--- src/rtl/control_sequencer.sv ---
// ---------------------------------------------------------------------------
// control_sequencer
//
// Microcode step sequencer and decoder for the 8-bit CPU.
// It walks through the fetch micro-steps (T0, T1) and then the execute steps
// of the current instruction (T2..T4). It also drives every datapath control
// strobe.
//
// The state and step registers change on the rising clock edge. This keeps
// the strobes stable before the datapath registers latch on the falling edge.
//
// Ports
//   clk                         system clock
//   reset                       async, active-high; forces INIT
//   run                         1 = execute; 0 = freeze step, all strobes 0
//   opcode                      current IR opcode (IR upper nibble)
//   flag_carry / flag_zero      latched ALU flags, used by JC / JZ
//   pc_count / pc_jump          program counter increment / load from bus
//   pc_out_en                   program counter drives the bus
//   pc_reset                    program counter synchronous clear
//   mar_load                    MAR load
//   ram_out_en / ram_load       RAM read onto the bus / RAM write from the bus
//   ir_load / ir_out_en         IR load / IR operand nibble drives the bus
//   a_load / a_out_en / b_load  accumulator and B register control
//   alu_out_en / alu_sub        ALU result drives the bus / subtract select
//   flags_load / out_load       flags register load / output register load
//   halted                      1 once HLT has executed
//   step                        current micro-step, for debug
// ---------------------------------------------------------------------------
module control_sequencer #(
  parameter int OPCODE_W = 4,
  parameter int STEP_W   = 3
) (
  input  logic                clk,
  input  logic                reset,
  input  logic                run,
  input  logic [OPCODE_W-1:0] opcode,
  input  logic                flag_carry,
  input  logic                flag_zero,
  output logic                pc_count,
  output logic                pc_jump,
  output logic                pc_out_en,
  output logic                pc_reset,
  output logic                mar_load,
  output logic                ram_out_en,
  output logic                ram_load,
  output logic                ir_load,
  output logic                ir_out_en,
  output logic                a_load,
  output logic                a_out_en,
  output logic                b_load,
  output logic                alu_out_en,
  output logic                alu_sub,
  output logic                flags_load,
  output logic                out_load,
  output logic                halted,
  output logic [STEP_W-1:0]   step
);

  typedef enum logic [1:0] {
    ST_INIT = 2'd0,
    ST_RUN  = 2'd1,
    ST_HALT = 2'd2
  } state_t;

  localparam logic [OPCODE_W-1:0] OP_LDA = OPCODE_W'(1);
  localparam logic [OPCODE_W-1:0] OP_ADD = OPCODE_W'(2);
  localparam logic [OPCODE_W-1:0] OP_SUB = OPCODE_W'(3);
  localparam logic [OPCODE_W-1:0] OP_STA = OPCODE_W'(4);
  localparam logic [OPCODE_W-1:0] OP_LDI = OPCODE_W'(5);
  localparam logic [OPCODE_W-1:0] OP_JMP = OPCODE_W'(6);
  localparam logic [OPCODE_W-1:0] OP_JC  = OPCODE_W'(7);
  localparam logic [OPCODE_W-1:0] OP_JZ  = OPCODE_W'(8);
  localparam logic [OPCODE_W-1:0] OP_OUT = OPCODE_W'(14);
  localparam logic [OPCODE_W-1:0] OP_HLT = OPCODE_W'(15);

  localparam logic [STEP_W-1:0] T0 = STEP_W'(0);
  localparam logic [STEP_W-1:0] T1 = STEP_W'(1);
  localparam logic [STEP_W-1:0] T2 = STEP_W'(2);
  localparam logic [STEP_W-1:0] T3 = STEP_W'(3);
  localparam logic [STEP_W-1:0] T4 = STEP_W'(4);

  state_t            state_q, state_d;
  logic [STEP_W-1:0] step_q, step_d;
  logic              uses_mem;
  logic              uses_alu;
  logic              last_step;

  // State register. Reset abandons any partial instruction immediately.
  always_ff @(posedge clk or posedge reset) begin
    if (reset) begin
      state_q <= ST_INIT;
      step_q  <= T0;
    end else begin
      state_q <= state_d;
      step_q  <= step_d;
    end
  end

  // The instruction length comes from the opcode.
  // Memory-operand instructions run to T3. ADD and SUB also need T4.
  // Steps at or beyond T4 always wrap back to T0, so the step value cannot
  // run away.
  always_comb begin
    uses_mem  = (opcode == OP_LDA) || (opcode == OP_ADD) ||
                (opcode == OP_SUB) || (opcode == OP_STA);
    uses_alu  = (opcode == OP_ADD) || (opcode == OP_SUB);
    last_step = (step_q >= T4) ||
                ((step_q == T2) && !uses_mem) ||
                ((step_q == T3) && !uses_alu);
  end

  // Next-state logic. With run low, both the state and the step are held.
  always_comb begin
    state_d = state_q;
    step_d  = step_q;
    if (run) begin
      unique case (state_q)
        ST_INIT: begin
          state_d = ST_RUN;
          step_d  = T0;
        end
        ST_RUN: begin
          if ((step_q == T2) && (opcode == OP_HLT)) begin
            state_d = ST_HALT;
            step_d  = T0;
          end else if (last_step) begin
            step_d  = T0;
          end else begin
            step_d  = step_q + STEP_W'(1);
          end
        end
        ST_HALT: begin
          step_d = T0;
        end
        default: begin
          state_d = ST_INIT;
          step_d  = T0;
        end
      endcase
    end
  end

  // Output decode. Each step lets at most one bus driver onto the bus.
  // The run signal gates every strobe, including pc_reset in INIT.
  // The halted status is not gated by run.
  always_comb begin
    pc_count   = 1'b0;
    pc_jump    = 1'b0;
    pc_out_en  = 1'b0;
    pc_reset   = 1'b0;
    mar_load   = 1'b0;
    ram_out_en = 1'b0;
    ram_load   = 1'b0;
    ir_load    = 1'b0;
    ir_out_en  = 1'b0;
    a_load     = 1'b0;
    a_out_en   = 1'b0;
    b_load     = 1'b0;
    alu_out_en = 1'b0;
    alu_sub    = 1'b0;
    flags_load = 1'b0;
    out_load   = 1'b0;
    halted     = (state_q == ST_HALT);
    step       = step_q;
    if (run && (state_q == ST_INIT)) begin
      pc_reset = 1'b1;
    end else if (run && (state_q == ST_RUN)) begin
      unique case (step_q)
        T0: begin
          pc_out_en = 1'b1;
          mar_load  = 1'b1;
        end
        T1: begin
          ram_out_en = 1'b1;
          ir_load    = 1'b1;
          pc_count   = 1'b1;
        end
        T2: begin
          if (uses_mem) begin
            ir_out_en = 1'b1;
            mar_load  = 1'b1;
          end else if (opcode == OP_LDI) begin
            ir_out_en = 1'b1;
            a_load    = 1'b1;
          end else if (opcode == OP_JMP) begin
            ir_out_en = 1'b1;
            pc_jump   = 1'b1;
          end else if (opcode == OP_JC) begin
            ir_out_en = 1'b1;
            pc_jump   = flag_carry;
          end else if (opcode == OP_JZ) begin
            ir_out_en = 1'b1;
            pc_jump   = flag_zero;
          end else if (opcode == OP_OUT) begin
            a_out_en = 1'b1;
            out_load = 1'b1;
          end
        end
        T3: begin
          if (opcode == OP_LDA) begin
            ram_out_en = 1'b1;
            a_load     = 1'b1;
          end else if (opcode == OP_STA) begin
            a_out_en = 1'b1;
            ram_load = 1'b1;
          end else if (uses_alu) begin
            ram_out_en = 1'b1;
            b_load     = 1'b1;
          end
        end
        T4: begin
          if (uses_alu) begin
            alu_out_en = 1'b1;
            a_load     = 1'b1;
            flags_load = 1'b1;
            alu_sub    = (opcode == OP_SUB);
          end
        end
        default: begin
        end
      endcase
    end
  end

endmodule

--- config.mk ---
export PLATFORM = sky130hd
export DESIGN_NAME = control_sequencer
export DESIGN_NICKNAME = d
export VERILOG_FILES = /design/src/rtl/control_sequencer.sv
export SDC_FILE = /design/constraint.sdc
export NUM_CORES = 1
export LEC_CHECK = 0
export ABC_AREA = 0
export CAP_MARGIN = 20
export CORE_ASPECT_RATIO = 1.4
export CORE_MARGIN = 1
export CORE_UTILIZATION = 35
export CTS_CLUSTER_DIAMETER = 80
export DETAILED_ROUTE_END_ITERATION = 8
export GPL_TIMING_DRIVEN = 1
export PLACE_DENSITY = 0.73
export REMOVE_ABC_BUFFERS = 1
export SLEW_MARGIN = 30
export SYNTH_ARGS = -nofsm -noshare
export SYNTH_HDL_FRONTEND = slang
export SYNTH_SLANG_ARGS = --single-unit
export TNS_END_PERCENT = 20
--- constraint.sdc ---
create_clock -name clk -period 4.51 [get_ports clk]
set_clock_uncertainty 0.15 [all_clocks]
set_input_delay 0.902 -clock clk [delete_from_list [all_inputs] [get_ports clk]]
set_output_delay 0.902 -clock clk [all_outputs]
set_load 0.02 [all_outputs]
-- Yosys cells after proc, flatten, opt, wreduce, memory -nomap -nowiden
Index checks and enable logic that the tools add are counted.
- register bits after elaboration: 5
- input bits: 9
- word-level logic and storage cells: 110
- add/sub/neg operators: 1
- order comparisons: 1
- equality and inequality tests: 17
- multiplexer cells: 72
- bitwise operators: 1
- reductions and logical operators: 16
- operators with widths (kind ; number):
    $mux W1 ; 63
    $eq A4 B3 Y1 const B ; 4
    $eq A4 B4 Y1 const B ; 3
    $mux W3 ; 3
    $eq A4 B2 Y1 const B ; 2
    $eq A3 B2 Y1 const B ; 2
    $logic_or A1 B1 Y1 ; 6
    $pmux W1 S2 ; 3
    $pmux W2 S3 ; 1
    $logic_and A1 B1 Y1 ; 5
    $eq A4 B1 Y1 const B ; 1
    $add A3 B1 Y3 const B ; 1
    $eq A3 B1 Y1 const B ; 1
    $eq A3 B3 Y1 const B ; 1
    $ge A3 B3 Y1 const B ; 1
    $logic_not A3 Y1 ; 1
    $pmux W1 S3 ; 1
    $reduce_and A3 Y1 ; 1
    $eq A2 B1 Y1 const B ; 1
    $eq A2 B2 Y1 const B ; 1
    $logic_not A1 Y1 ; 2
    $logic_not A2 Y1 ; 1
    $mux W2 ; 1
    $ne A2 B2 Y1 const B ; 1
    $not A1 Y1 ; 1

-- Logic depth before layout (Yosys ltp)
Gate-level depths: netlist of run 1.
- word-level depth: 11
- depth in mapped cells: 5
- mapped depth without buffers: 5

-- Worst setup path after synthesis of run 1
Ideal clock, no wire load.
- path type: in2out
- start point: input port opcode[2]
- end point: output port pc_jump
- arrival: 1.890 ns
- data required time: 3.458 ns
- path slack: 1.568 ns
- stages on the path: 4
- buffers on the path: 1
- cells stage by stage: buf_6 -> and4bb_2 -> o21ai_1 -> a211oi_1
- word-level cells in the longest chain between the ends: 9
- RTL lines (element ; RTL line ; text):
    start, declared ; 37 ; input logic [OPCODE_W-1:0] opcode,
    $eq A4 B4 Y1 ; 192 ; end else if (opcode == OP_JZ) begin
    $mux W1 ; 192 ;
    $mux W1 ; 189 ; end else if (opcode == OP_JC) begin
    $mux W1 ; 186 ; end else if (opcode == OP_JMP) begin
    $mux W1 ; 183 ; end else if (opcode == OP_LDI) begin
    $mux W1 * ; 180 ; if (uses_mem) begin
    $mux W1 * ; 169 ; unique case (step_q)
    $mux W1 * ; 168 ; end else if (run && (state_q == ST_RUN)) begin
    $mux W1 * ; 166 ; if (run && (state_q == ST_INIT)) begin
    end, declared ; 41 ; output logic pc_jump,
Mark *: on every way between the ends. The rest lies on a longest branch, timed or not.

-- Worst setup path in the final report of run 1
- start point: input port opcode[2]
- end point: output port a_out_en
- word-level cells in the longest chain between the ends: 10
- RTL lines (element ; RTL line ; text):
    $eq A4 B4 Y1 ; 195 ; end else if (opcode == OP_OUT) begin
    $mux W1 ; 195 ;
    $mux W1 ; 192 ;
    $mux W1 ; 189 ;
    $mux W1 ; 186 ;
    $mux W1 ; 183 ;
    $mux W1 ; 180 ;
    $pmux W1 S2 * ; 169 ;
    $mux W1 * ; 168 ;
    $mux W1 * ; 166 ;
    end, declared ; 50 ; output logic a_out_en,
Marked as above.

==> summary.txt, run 1 <==
Outcome
  – Status: finished clean

Synth
  – Compound-Gate Fraction of Synth Area: 0.220
  – Synth top area cells: dfrtp_1 (18%), ha_1 (8.9%), inv_1 (4.8%), buf_6 (4.8%), and4bb_2 (3.6%)
  – Synth Flop Type: dfrtp_1
  – Synth Area in Simple Gates: 0.371
  – XOR/XNOR Fraction of Synth Area: 0.0125
  – Post-synth top area share: 0.179
  – Synth Area in Adders: 0.0893
  – Mux contribution to synthesized area: 0
  – Cell taking the most area after synthesis: dfrtp_1
  – Mean Syn Cell Area: between 8 and 9 um2
  – Syn Inst Count: 78
  – Yosys warns: 0
  – Synthesized cell area: about 700 um2
  – Number of flops mapped to enable cells by yosys: 0
  – Post-synthesis sequential area ratio: 0.179
  – Post-synth cell types: 39
  – Largest family of logic cells by synthesized area: simple AND/OR/NAND/NOR gates
  – #FFs+latches synth: 5
  – Most common cell in the netlist: inv_1
  – Synth cell count leaders: inv_1 (9), dfrtp_1 (5), ha_1 (5), nor2_1 (5)
  – FFs w/ async S/R, synth: 1.00

Clock network
  – Clk_lat worst skew: between 0.2 and 0.25 ns
  – Root Driver: clkbuf_4
  – Max H-tree Level: 1
  – Post-CTS resize count: 0
  – TritonCTS buffer count: 3
  – Post-CTS setup buffer count: 0
  – CTS tree: yes
  – CTS Buffer Depth: 2
  – Sink Count: 5
  – Post-CTS Hold Fix Bufs: 0
  – Clock transition at the registers of the reported paths: ~0.04 ns

Worst setup path
  – Crit path max-delay family: buffers and inverters
  – Worst setup SP type: input port
  – R2r endpoint: step[2]$_DFFE_PP0P_
  – Crit path DAT: roughly 3 ns
  – Critical path's slowest cell: clkdlybuf4s50_1
  – Max incr delay on CP: about 0.76 ns
  – Endpoint class of the critical path: output pin
  – R2r setup slk: approximately 2.8 ns
  – Reg2reg start: step[0]$_DFFE_PP0P_
  – Largest fanout on the critical path: 12
  – CP most frequent cell: clkdlybuf4s50_1
  – Worst-path cell chain: clkdlybuf4s50_1 -> nand4_4 -> or3_4 -> a21oi_2 -> clkdlybuf4s50_1
  – Req. time, crit path: about 3.5 ns
  – Crit path kind: in -> out
  – R2R depth: 5
  – Buffer and inverter count on the worst path: 2

Run
  – Max-cap violations: 0

Global route
  – Initial antenna violation count: 0
  – Vias in the first global route: between 600 and 700
  – GRT Util Overall: 0.155
  – GRT overflow: 0
  – First-pass GRT wire length: about 2400 um
  – Largest net degree at the start of global routing: 13

Layout
  – P&R area growth vs syn: 39.3%
  – Ant. Diodes: 0
  – Multi-input logic area: 485 um2
  – Ratio of cells with drive above 1 in the final layout: 0.154
  – Fillers: 168
  – Final #Nets: between 100 and 150
  – Register Area: between 100 and 150 um2

Timing
  – Final Critical Period: 4.01 ns
  – Total negative setup slack: 0 ns
  – # setup viols final: 0
  – Max transition margin: 0.681
  – Period utilization: 0.890
  – Hold Fails Final Rpt: 0
  – Min Hold Slack: a little under 0.4 ns
  – Maximum clock frequency: about 250 MHz
  – RSZ-0062 raised after global routing: no
  – Max Slew Vio Count: 0
  – Slew @ Worst Pin: 0.478 ns

Hold path
  – Hold Path Origin: state_q[1]$_DFFE_PP0P_
  – Hold Crit Endpoint: state_q[1]$_DFFE_PP0P_
  – Hold Path Stages: 2
  – Hold crit path type: reg -> reg

Die
  – Die Area: ~2200 um2
  – I/O pin count: 29
  – Initial Utilization: 0.384
  – Die H: ~55 um
  – Core Rows: 18
  – DIE WIDTH: around 40 um
  – Core Area: between 1500 and 2000 um2

Detailed routing
  – Top sig layer: met4
  – Metal2 WL: approximately 800 um
  – WL per Instance: around 13 um
  – Via density: approximately 5.6
  – Drt total wl: approximately 1600 um
  – Drt pass-1 iters: 5
  – Drc violations: 0
  – DR vias: 694
  – Initial DRC Count: 10
  – M1 WL: 657 um
  – Post-route ant nets: 0
  – Met3 routed WL: between 70 and 80 um

Power and ir drop
  – P per Cell Area: around 320 nW/um2
  – Peak supply drop: between 0.15 and 0.2 mV
  – Leakage Power: approximately 0.39 nW

Placement
  – Input/output buffers: 28
  – RePlAce Congestion: 0.759
  – Detailed placer's ending HPWL: 1250 um
[metal layers]
layer,vias to the layer above,track usage
met5,-,0
met4,0,0.0747
met3,4,0.0160
met2,28,0.284
met1,321,0.172
li1,341,-
[kinds of logic after synthesis]
kind of cell | count (synthesis)
DFF | 5
and+or+nand+nor | 34
xor gates and xnor gates | 1
buffers and inverters | 15
AOI/OAI and AO/OA | 18
adders and majority gates | 5
[how the worst max path moves through the flow]
stage / startpoint / end / cells after the start
6_report: opcode[2] / a_out_en / 5
2_1_floorplan: opcode[2] / alu_sub / 3
4_1_cts: opcode[2] / a_out_en / 5
5_1_grt: opcode[2] / a_out_en / 5
3_5_place_dp: opcode[2] / a_out_en / 5
3_3_place_gp: opcode[2] / a_out_en / 5
[worst min-delay path, stage by stage, from the launching register on]
cell     delay (ns)
dfrtp_1        0.37
nand2_1        0.06
o31ai_1        0.07
[power by group]
part,switching [W],leakage [nW],internal (W)
Clock,0.0000171,0.0150,0.0000334
Sequential,0.0000193,0.0643,0.0000560
Combinational,0.0000986,0.309,0.0000884
[registers in the layout, summed over array words and instances, names as in the netlist]
name	count
state_q	2
step	3
[cells in the final DEF, fill, tap and decap left out, drive strengths merged, types with 3 or more instances in the layout]
cell type,count
nor2,5
clkbuf,4
and2,3
nand2,3
dfrtp,5
ha,5
clkdlybuf4s50,28
inv,9
nand2b,3
[through the flow]
step | total power (W) | worst slack, ns | instance area [um2] | instances | utilization
after detailed placement | 0.000264 | 0.487 | 950 | 120 | 0.521
after global placement | 0.000262 | 0.504 | 950 | 120 | 0.521
final | 0.000313 | 0.497 | 976 | 124 | 0.535
after floorplan | 0.000188 | 1.54 | 644 | 72 | -
after CTS | 0.000318 | 0.487 | 976 | 124 | 0.535
after global routing | 0.000342 | 0.394 | 976 | 124 | 0.535
[final cells by class]
cell class	count	share of cell area
inverter	9	0.0346
multi-input combinational	58	0.497
clock buffer	4	0.0269
tap	20	0.0256
timing repair buffer	28	0.287
sequential	5	0.128
No activity file was read; power rests on OpenSTA's default activity.
==> inputs of run 2 (changes only) <==
--- a/config.mk
+++ b/config.mk
@@ -12,8 +12,9 @@
 export CORE_UTILIZATION = 35
 export CTS_CLUSTER_DIAMETER = 80
 export DETAILED_ROUTE_END_ITERATION = 8
+export DONT_BUFFER_PORTS = 1
 export GPL_TIMING_DRIVEN = 1
-export PLACE_DENSITY = 0.73
+export PLACE_DENSITY = 0.56
 export REMOVE_ABC_BUFFERS = 1
 export SLEW_MARGIN = 30
 export SYNTH_ARGS = -nofsm -noshare
==> constraint.sdc (replaced) <==
create_clock -name clk -period 3.3 [get_ports clk]
set_clock_uncertainty 0.15 [all_clocks]
set_input_delay 0.66 -clock clk [delete_from_list [all_inputs] [get_ports clk]]
set_output_delay 0.66 -clock clk [all_outputs]
set_load 0.02 [all_outputs]
==> summary.txt, run 2 (synthesized netlist as in run 1, its figures left out) <==
Worst setup path
  – Max incr delay on CP: around 0.57 ns
  – Buffer and inverter count on the worst path: 0
  – Endpoint class of the critical path: output pin
  – Crit path kind: reg -> out
  – Crit path DAT: about 2.1 ns
  – Critical path's slowest cell: dfrtp_1
  – Req. time, crit path: ~2.5 ns
  – Largest fanout on the critical path: 7
  – Worst-path cell chain: ha_1 -> ha_1 -> nand2b_4 -> a2111o_1 -> a21oi_2
  – Worst setup SP type: flop
  – CP most frequent cell: ha_1
  – Crit path max-delay family: compound AO/OA/AOI/OAI gates

Outcome
  – Status: finished clean

Timing
  – Period utilization: 0.874
  – Hold Fails Final Rpt: 0
  – Maximum clock frequency: 347 MHz
  – # setup viols final: 0
  – Fin worst setup slack: about 0.42 ns
  – Max Slew Vio Count: 0
  – Slew @ Worst Pin: just over 0.4 ns
  – Max transition margin: 0.726
  – RSZ-0062 raised after global routing: no
  – Final Critical Period: ~2.9 ns
  – Total negative setup slack: 0 ns
  – Min Hold Slack: roughly 0.058 ns

Die
  – Initial Utilization: 0.384
  – Die H: between 50 and 60 um
  – I/O pin count: 29
  – DIE WIDTH: between 30 and 40 um
  – Core Area: roughly 1800 um2
  – Die Area: between 2000 and 2500 um2
  – Core Rows: 18

Placement
  – RePlAce Congestion: about 0.71
  – Worst slack at placement: around 0.65 ns
  – Input/output buffers: 0
  – Placed Instances: between 90 and 100
  – Detailed placer's ending HPWL: between 1000 and 1500 um

Global route
  – Vias in the first global route: ~540
  – Largest net degree at the start of global routing: 13
  – GRT Util Overall: 0.152
  – Initial antenna violation count: 0
  – First-pass GRT wire length: around 2300 um
  – GRT overflow: 0

Layout
  – Max FFs per register: 3
  – Ratio of cells with drive above 1 in the final layout: 0.221
  – Final cell count without fillers: between 90 and 100
  – P&R area growth vs syn: 0.357%
  – Final #Nets: ~90
  – Most common cell after layout, fill and taps aside: inv_1
  – Ant. Diodes: 0
  – Commonest non-fill, non-tap cells in the layout: inv_1 (9), nor2_1 (5), ha_1 (5), dfrtp_1 (5)

Clock network
  – CTS tree: yes
  – CTS Buffer Depth: 2
  – Sink Count: 5
  – Post-CTS setup buffer count: 0
  – TritonCTS buffer count: 3
  – Post-CTS resize count: 0
  – Root Driver: clkbuf_4
  – Max H-tree Level: 1
  – Post-CTS Hold Fix Bufs: 0
  – Clk_lat worst skew: between 0.2 and 0.25 ns
  – Clock transition at the registers of the reported paths: approximately 0.04 ns

Power and ir drop
  – Peak supply drop: about 0.24 mV
  – Leakage Power: roughly 0.29 nW
  – P per Cell Area: 508 nW/um2

Detailed routing
  – Post-route ant nets: 0
  – Drt pass-1 iters: 4
  – Drt total wl: 1490 um
  – WL per Instance: around 15 um
  – DR vias: between 500 and 600
  – Drc violations: 0
  – Via density: about 5.9
  – Initial DRC Count: 6

Run
  – Max-cap violations: 0

Hold path
  – Hold crit path type: in -> async
## run 2: cell count changes in the layout (fill, tap and decap cells not counted)
cell and change:
clkdlybuf4s50_1 -28, buf_4 +1
## run 2: path summary, 6_finish.rpt
check,from,endpoint,slack (ns),cells past startpoint
setup / recovery,step[0]$_DFFE_PP0P_,a_load,0.42,5
hold / removal,reset,state_q[1]$_DFFE_PP0P_,0.06,1
setup reg to reg,step[0]$_DFFE_PP0P_,step[2]$_DFFE_PP0P_,1.44,5
hold reg to reg,state_q[1]$_DFFE_PP0P_,state_q[1]$_DFFE_PP0P_,0.38,2
max in group asynchronous,reset,step[1]$_DFFE_PP0P_,2.77,1
min in group clk,run,step[1]$_DFFE_PP0P_,0.37,1
## run 2: routing by layer
layer | track usage | up-vias | wire length (um)
met5 | 0 | - | 0
met4 | 0.0690 | 0 | 0
met3 | 0.0200 | 0 | 73
met2 | 0.284 | 17 | 832
met1 | 0.162 | 272 | 583
li1 | - | 284 | -
## run 2: metrics by stage
step | cell area (um2) | power [W] | utilization
after floorplan | 644 | 0.000256 | -
after global routing | 703 | 0.000387 | 0.385
after detailed placement | 677 | 0.000292 | 0.371
final | 703 | 0.000357 | 0.385
after CTS | 703 | 0.000363 | 0.385
after global placement | 677 | 0.000289 | 0.371
## run 2: report_power, final
group	switching, W	internal (W)
clock	0.0000222	0.0000455
sequential	0.0000472	0.0000761
combinational	0.0000997	0.0000665
total	0.000169	0.000188
## run 2: final cells by class
type                            count  area, um2
Timing Repair Buffer                1       7.51
Tap cell                           20       25.0
Clock buffer                        4       26.3
Sequential cell                     5        125
Inverter                            9       33.8
Fill cell                         186       1120
Multi-Input combinational cell     58        485
## run 2: worst reg2reg max path: stages (launching register included)
cell	delay (ns)
dfrtp_1	0.52
ha_1	0.30
ha_1	0.25
inv_1	0.11
o221ai_2	0.13
o32ai_1	0.29
